<file path="src/rtl/mux4_sel_pkg.sv">
// Shared definitions for the 4:1 mux select arbiter family.
//   state_t          : arbiter FSM states
//   NREQ / SEL_W     : requester count and matching select width
//   DEFAULT_MAX_HOLD : default grant hold limit in cycles
package mux4_sel_pkg;

  localparam int NREQ             = 4;
  localparam int SEL_W            = $clog2(NREQ);
  localparam int DEFAULT_MAX_HOLD = 8;

  typedef enum logic {
    IDLE  = 1'b0,
    GRANT = 1'b1
  } state_t;

endpackage

</file>
<file path="src/rtl/rr_priority_pick.sv">
// Combinational round-robin pick: first set request bit at or above ptr,
// wrapping around.
//   req   : request vector
//   ptr   : index where the search starts
//   found : at least one request bit is set
//   idx   : index of the chosen requester (0 when found is low)
module rr_priority_pick #(
  parameter int NREQ  = 4,
  parameter int SEL_W = 2
) (
  input  logic [NREQ-1:0]  req,
  input  logic [SEL_W-1:0] ptr,
  output logic             found,
  output logic [SEL_W-1:0] idx
);

  logic [2*NREQ-1:0] req_dbl;
  logic [NREQ-1:0]   req_rot;
  logic [SEL_W-1:0]  off;

  always_comb begin
    // Rotating the doubled vector right by ptr puts requester ptr at bit 0.
    req_dbl = {req, req} >> ptr;
    req_rot = req_dbl[NREQ-1:0];
    found   = 1'b0;
    off     = '0;
    // Scan downward so the last hit kept is the lowest set bit.
    for (int i = NREQ - 1; i >= 0; i--) begin
      if (req_rot[i]) begin
        found = 1'b1;
        off   = SEL_W'(i);
      end
    end
    idx = SEL_W'((int'(off) + int'(ptr)) % NREQ);
  end

endmodule

</file>
<file path="src/rtl/mux4_rr_selector.sv">
// Round-robin arbiter driving the select of the 4:1 mux.
//   clk     : clock, rising edge
//   rst     : asynchronous active-high reset
//   req     : per-requester request level
//   done    : current owner releases the grant
//   sel     : granted index, to mux sel (holds its value after release)
//   grant   : one-hot grant, zero when idle
//   valid   : a grant is active, mux output is qualified
//   timeout : one-cycle pulse when the hold limit alone revokes a grant
//
// state | meaning
// IDLE  | no owner; pick next requester from ptr with wrap
// GRANT | owner holds the mux until done, request drop or hold limit
module mux4_rr_selector #(
  parameter int NREQ     = mux4_sel_pkg::NREQ,
  parameter int SEL_W    = mux4_sel_pkg::SEL_W,
  parameter int MAX_HOLD = mux4_sel_pkg::DEFAULT_MAX_HOLD
) (
  input  logic             clk,
  input  logic             rst,
  input  logic [NREQ-1:0]  req,
  input  logic             done,
  output logic [SEL_W-1:0] sel,
  output logic [NREQ-1:0]  grant,
  output logic             valid,
  output logic             timeout
);

  import mux4_sel_pkg::*;

  localparam int CNT_W = 8;

  state_t           state, state_nxt;
  logic [SEL_W-1:0] ptr, ptr_nxt;
  logic [SEL_W-1:0] sel_nxt;
  logic [NREQ-1:0]  grant_nxt;
  logic             valid_nxt;
  logic             timeout_nxt;
  logic [CNT_W-1:0] cnt, cnt_nxt;

  logic             pick_found;
  logic [SEL_W-1:0] pick_idx;
  logic             owner_req;
  logic             hold_limit;
  logic             rel_any;

  rr_priority_pick #(
    .NREQ  (NREQ),
    .SEL_W (SEL_W)
  ) u_pick (
    .req   (req),
    .ptr   (ptr),
    .found (pick_found),
    .idx   (pick_idx)
  );

  always_ff @(posedge clk or posedge rst) begin
    if (rst) begin
      state   <= IDLE;
      ptr     <= '0;
      sel     <= '0;
      grant   <= '0;
      valid   <= 1'b0;
      timeout <= 1'b0;
      cnt     <= '0;
    end else begin
      state   <= state_nxt;
      ptr     <= ptr_nxt;
      sel     <= sel_nxt;
      grant   <= grant_nxt;
      valid   <= valid_nxt;
      timeout <= timeout_nxt;
      cnt     <= cnt_nxt;
    end
  end

  always_comb begin
    state_nxt   = state;
    ptr_nxt     = ptr;
    sel_nxt     = sel;
    grant_nxt   = grant;
    valid_nxt   = valid;
    timeout_nxt = 1'b0;
    cnt_nxt     = cnt;

    owner_req  = req[sel];
    hold_limit = (cnt == CNT_W'(MAX_HOLD - 1));
    rel_any    = done | ~owner_req | hold_limit;

    case (state)
      IDLE: begin
        valid_nxt = 1'b0;
        grant_nxt = '0;
        if (pick_found) begin
          state_nxt           = GRANT;
          sel_nxt             = pick_idx;
          grant_nxt[pick_idx] = 1'b1;
          valid_nxt           = 1'b1;
          cnt_nxt             = '0;
        end
      end
      GRANT: begin
        cnt_nxt = cnt + 1'b1;
        if (rel_any) begin
          state_nxt   = IDLE;
          grant_nxt   = '0;
          valid_nxt   = 1'b0;
          cnt_nxt     = '0;
          ptr_nxt     = SEL_W'((int'(sel) + 1) % NREQ);
          // A done or a dropped request on the same cycle makes this an
          // ordinary release, not a revocation.
          timeout_nxt = hold_limit & ~done & owner_req;
        end
      end
      default: begin
        state_nxt = IDLE;
        grant_nxt = '0;
        valid_nxt = 1'b0;
      end
    endcase
  end

endmodule

</file>
<file path="config.mk">
export PLATFORM = sky130hd
export DESIGN_NAME = mux4_rr_selector
export DESIGN_NICKNAME = d
export VERILOG_FILES = /design/src/rtl/mux4_sel_pkg.sv /design/src/rtl/rr_priority_pick.sv /design/src/rtl/mux4_rr_selector.sv
export SDC_FILE = /design/constraint.sdc
export NUM_CORES = 1
export LEC_CHECK = 0
export CORE_MARGIN = 3
export CORE_UTILIZATION = 51
export DETAILED_ROUTE_END_ITERATION = 16
export PLACE_DENSITY = 0.74
export SETUP_SLACK_MARGIN = 0.3
export SLEW_MARGIN = 30
export SYNTH_ARGS = -nofsm -noshare
export SYNTH_HDL_FRONTEND = slang
export SYNTH_SLANG_ARGS = --single-unit
</file>
<file path="constraint.sdc">
create_clock -name clk -period 4.35 [get_ports clk]
set_input_delay 1.0875 -clock clk [delete_from_list [all_inputs] [get_ports clk]]
set_output_delay 1.0875 -clock clk [all_outputs]
set_load 0.01 [all_outputs]
</file>
# Word level (Yosys, flattened, before mapping)
# Index checks and enable logic that the tools add are counted.
# totals
register_bits	19
in_bits	7
out_inout_bits	8
word_cells	52
# classes
n_addsub	3
magnitude_cmp	3
eq_ne	3
shifts	1
muxes	25
bitwise	7
n_reduce_logical	3
# op_table
cell	n
$mux 8	2
$pmux 8 s2	1
$mux 1	11
$add 8x1->8 const B	1
$eq 8x3->1 const B	1
$mux 2	4
$mux 4	2
$pmux 4 s2	1
$shr 8x2->4	1
$lt 2x3->1 const B	2
$pmux 1 s2	2
$reduce_and 2->1	2
$not 1->1	3
$add 2x1->2 const B	1
$add 2x2->2	1
$and 1x1->1	2
$bmux 1 s2	1
$demux 1 s2	1
$ge 2x1->1 const B	1
$ne 2x1->1 const B	1
$ne 2x2->1 const B	1
$or 1x1->1	2
$logic_and 1x1->1	1

# Logic depth before layout (Yosys ltp)
# depth
depth_word	12
ltp_mapped	10
depth_no_buf	9

# Hierarchy
# Synthesis repeated with hierarchy kept, for this count alone.
# hier_totals
cells_unflattened	107
area_unflattened_um2	1131.1
# by_module_without_submodules
module	instances	cells_each	area_each_um2	seq_area_each_um2
mux4_rr_selector	1	84	950.9	475.5
rr_priority_pick	1	23	180.2	0.0

# Least setup slack after synthesis
# OpenSTA, ideal clock, no wires.
# synth_path
kind	input-to-reg
startpoint	in req[0]
endpoint	reg grant[3]
setup_time_ns	0.069
arrival_time_ns	2.541
path_slack_ns	1.740
stages	8
path_buffers	1
cell_sequence	buf_6 > or3_1 > o221ai_1 > ha_1 > xor2_1 > nor4b_1 > o21ai_0 > nand3_1
# synth_between
elab_chain_cells	12
# synth_rtl
element	line_no	source
from (decl)	mux4_rr_selector.sv:21	input logic [NREQ-1:0] req,
$shr 8x2->4	rr_priority_pick.sv:23	req_dbl = {req, req} >> ptr;
$mux 2 (4 in a row)	rr_priority_pick.sv:29	if (req_rot[i]) begin
$add 2x2->2	rr_priority_pick.sv:34	idx = SEL_W'((int'(off) + int'(ptr)) % NREQ);
$lt 2x3->1 (implied by the code) / $ge 2x1->1 (equally long branches)	mux4_rr_selector.sv:97	grant_nxt[pick_idx] = 1'b1;
$logic_and 1x1->1 (implied by the code)	mux4_rr_selector.sv:97	
$mux 1 (implied by the code)	mux4_rr_selector.sv:97	
$demux 1 s2	mux4_rr_selector.sv:97	
$mux 4	mux4_rr_selector.sv:94	if (pick_found) begin
$pmux 4 s2	mux4_rr_selector.sv:90	case (state)
to (signal assigned)	mux4_rr_selector.sv:70	grant <= grant_nxt;
to (decl)	mux4_rr_selector.sv:24	output logic [NREQ-1:0] grant,
# Several ways; a longest one is shown, not always the timed one. The select of a mux whose other input is x is not followed.
# A chain may end at the register's enable or synchronous reset.

# Worst setup path after layout
# layout_path
startpoint	in req[0]
endpoint	reg grant[1]
# Same word-level chain as after synthesis.

==> results.json <==
{
  "wl_per_cell_um": 14.7,
  "via_count_of_the_first_global_routing_pass": 997,
  "vdd_drop_max_mv": 0.370,
  "antenna_found_initial": 0,
  "power.density_cell_area_nw_per_um2": 524,
  "initialDrtViolationCount": 24,
  "most-common-layout-cells": "sky130_fd_sc_hd__dfrtp_1, sky130_fd_sc_hd__nand3_1, sky130_fd_sc_hd__clkdlybuf4s50_1",
  "max_slew.worst_pin.slew_ps": 729,
  "start_kind": "input pin",
  "cts_repair_resize_count": 0,
  "detailedPlacementHpwl_um": 1790,
  "fp.dieArea_um2": 3030,
  "crit_path_max_fanout": 10,
  "rsz0062_at_grt": "no",
  "period_share": 0.717,
  "antenna_left": 0,
  "postCtsHoldBufs": 0,
  "layoutNonFillerInstCount": 169,
  "final_period_minus_worst_setup_slack_ps": 3120,
  "mostFrequentLayoutCell": "sky130_fd_sc_hd__dfrtp_1",
  "setup.worst_path.start": "req[0]",
  "register_cell_area_after_layout_um2": 475,
  "worst_hold_path_type": "flip-flop to flip-flop",
  "worst-endpoint-arrival_ps": 3360,
  "slew_viol_final": 0,
  "port_buffers": 14,
  "critical_path.cell_chain": "clkdlybuf4s50_1 -> nand2b_1 -> o22ai_1 -> o21ai_0 -> o221ai_1 -> ha_1 -> xnor2_1 -> nor4b_1 -> o21ai_0 -> nand3_1",
  "clock_path_buffers": 2,
  "count_of_unresolved_drc_violations_after_routing": 0,
  "synthesis.instances": 131,
  "cts_setup_buffers": 0,
  "timing.clock.skew_ps": 1.83,
  "crit_top_cell": "sky130_fd_sc_hd__o21ai_0",
  "global_route.usage.total": 0.199,
  "dpl.cell_count": 165,
  "cpPeakStageDelay_ps": 670,
  "globalRoute.totalOverflow": 0,
  "tritonroute_pass_1_iters": 4,
  "synth_area_per_cell_um2": 9.38,
  "wire_length_of_the_first_global_routing_pass_um": 4330,
  "clk-insertion-delay-late_ps": 290,
  "crit_buf_inv": 1,
  "yosys_warnings": 0,
  "totalPowerFinal_w": 0.000717,
  "detailedPlace.worstSlack_ps": 928,
  "worst_r2r_startpoint": "ptr[0]",
  "route.final.wire_length_um": 2480,
  "criticalPathCategory": "input pin to flip-flop",
  "vias": 1054,
  "final_hold_viol_count": 0,
  "synthesis.nets": 140,
  "crit_family": "simple AND/OR/NAND/NOR gates",
  "synth_edf_count": 0,
  "footprint_of_the_multi_input_gates_um2": 672,
  "post_route_cells_drive_above_1_share": 0.0780,
  "areaGrowthSynthToFinish_pct": 11.3,
  "max_clock_freq_ghz": 0.321,
  "floorplan.rows": 17,
  "clk_pin_slew_worst_paths_ps": 100,
  "final_critical_path_setup_slack_ps": 1230,
  "routabilityCongestion": 0.787,
  "timing.slew.headroom": 0.513,
  "run_status": "finished, final reports clean",
  "nets_finish": 151,
  "chipHeight_um": 55.1,
  "drv.max_cap_violation_count": 0,
  "floorplan.core_area_um2": 2250,
  "die-width_um": 55.1,
  "syn_area_um2": 1230,
  "n_antenna_cell": 0,
  "cpMaxStageDelayCell": "sky130_fd_sc_hd__clkdlybuf4s50_1",
  "timing.critical_path.required_ps": 4590,
  "reg_to_reg_slack_setup_ps": 2220,
  "htreeDepth": 1,
  "effective_utilization_at_floorplan": 0.545,
  "fin_tns_setup_ps": 0,
  "synth_seq_area_share": 0.387,
  "tritoncts_clock_tree": "built",
  "post_synthesis_cell_type_count": 46,
  "power.leakage_nw": 0.553,
  "largest_net_degree_at_the_start_of_global_routing": 20,
  "worstHoldStart": "valid",
  "numCtsBuffers": 3,
  "vias_per_cell": 6.24,
  "fillCellCount": 206,
  "synth_top_flop_cell": "sky130_fd_sc_hd__dfrtp_1",
  "clock_sinks": 19,
  "cts-root-buf": "sky130_fd_sc_hd__clkbuf_4",
  "synthArstFlopShare": 1.00,
  "total_setup_violations_reported_at_the_end_of_the_flow": 0,
  "critical_path_sink_type": "flip-flop",
  "io_pins": 15,
  "ys_seq_elements": 19
}
-- area by class of cell --
class	count	share of cell area
multi-input cells	99	0.491
flip-flops and latches	19	0.348
repair buffers	14	0.102
well taps	28	0.0256
clock buffers	4	0.0192
inverters	5	0.0137
-- where the power goes --
group	internal [W]	switching, W	leakage (nW)
sequential	0.000221	0.0000619	0.248
combinational	0.000181	0.000165	0.290
clock	0.0000357	0.0000528	0.0150
total	0.000437	0.000280	0.553
-- flip-flops by register name, indices dropped and copies added, names as in the netlist --
signal and count:
valid 1, state 1, sel 2, cnt 8
timeout 1, ptr 2, grant 4
-- through the flow --
step	hold WS, ps	utilization	cell area [um2]
after floorplan	453	-	1230
after detailed placement	473	0.595	1340
final	491	0.607	1370
after CTS	498	0.607	1370
after global placement	462	0.595	1340
after global routing	515	0.607	1370
-- metal layers --
layer  GRT usage  share of wire  vias up
met1       0.251           0.46      499
met5           0              0        -
met4       0.105          0.017        0
met2       0.321           0.48       32
met3      0.0349          0.035        5
li1            -              -      518
-- cell families (layout without fill, tap and decap cells) --
family / after synthesis / count (layout) / synth area share
flip-flops: 19 / 19 / 0.387
XOR/XNOR: 3 / 3 / 0.0214
buffers and inverters: 13 / 23 / 0.0662
AO/OA/AOI/OAI: 32 / 32 / 0.173
multiplexers: 6 / 6 / 0.0621
adder cells (fa/ha/maj): 2 / 2 / 0.0204
AND/OR/NAND/NOR: 56 / 56 / 0.270
-- worst reg2reg max path, cell delays in order, from the launching register on --
cell and delay [ps]:
sky130_fd_sc_hd__dfrtp_1 500, sky130_fd_sc_hd__or3_1 360, sky130_fd_sc_hd__o221ai_1 190, sky130_fd_sc_hd__ha_1 230, sky130_fd_sc_hd__xnor2_1 110, sky130_fd_sc_hd__nor4b_1 440
sky130_fd_sc_hd__o21ai_0 160, sky130_fd_sc_hd__nand3_1 90
-- worst paths after layout --
| path | to | depth (start not counted) |
|---|---|---|
| max | grant[1] | 10 |
| min | valid | 1 |
| max reg2reg | grant[1] | 7 |
| min reg2reg | valid | 1 |
| max in group asynchronous | cnt[3] | 2 |
| min in group asynchronous | cnt[1] | 2 |
-- Yosys cell counts (2+ instances only) --
master | count | share of area
sky130_fd_sc_hd__or3_1 | 2 | 0.010
sky130_fd_sc_hd__nand2b_1 | 2 | 0.010
sky130_fd_sc_hd__nor2_1 | 4 | 0.012
sky130_fd_sc_hd__o21ai_0 | 10 | 0.041
sky130_fd_sc_hd__or2_2 | 2 | 0.010
sky130_fd_sc_hd__nor2b_1 | 2 | 0.010
sky130_fd_sc_hd__mux2i_1 | 2 | 0.016
sky130_fd_sc_hd__a22o_1 | 2 | 0.014
sky130_fd_sc_hd__nand3_1 | 18 | 0.073
sky130_fd_sc_hd__clkbuf_1 | 4 | 0.012
sky130_fd_sc_hd__dfrtp_1 | 19 | 0.39
sky130_fd_sc_hd__ha_1 | 2 | 0.020
sky130_fd_sc_hd__and3b_1 | 2 | 0.014
sky130_fd_sc_hd__xor2_1 | 2 | 0.014
sky130_fd_sc_hd__nand2_1 | 7 | 0.021
sky130_fd_sc_hd__and3_1 | 2 | 0.010
sky130_fd_sc_hd__a41oi_1 | 2 | 0.014
sky130_fd_sc_hd__nor3_1 | 2 | 0.0081
sky130_fd_sc_hd__nor4_1 | 3 | 0.015
sky130_fd_sc_hd__buf_6 | 3 | 0.027
sky130_fd_sc_hd__inv_1 | 5 | 0.015
sky130_fd_sc_hd__a31oi_1 | 6 | 0.031
sky130_fd_sc_hd__nor4b_1 | 2 | 0.014
sky130_fd_sc_hd__o22ai_1 | 2 | 0.010
sky130_fd_sc_hd__mux2_2 | 3 | 0.027
(Power assumes the default switching activity.)
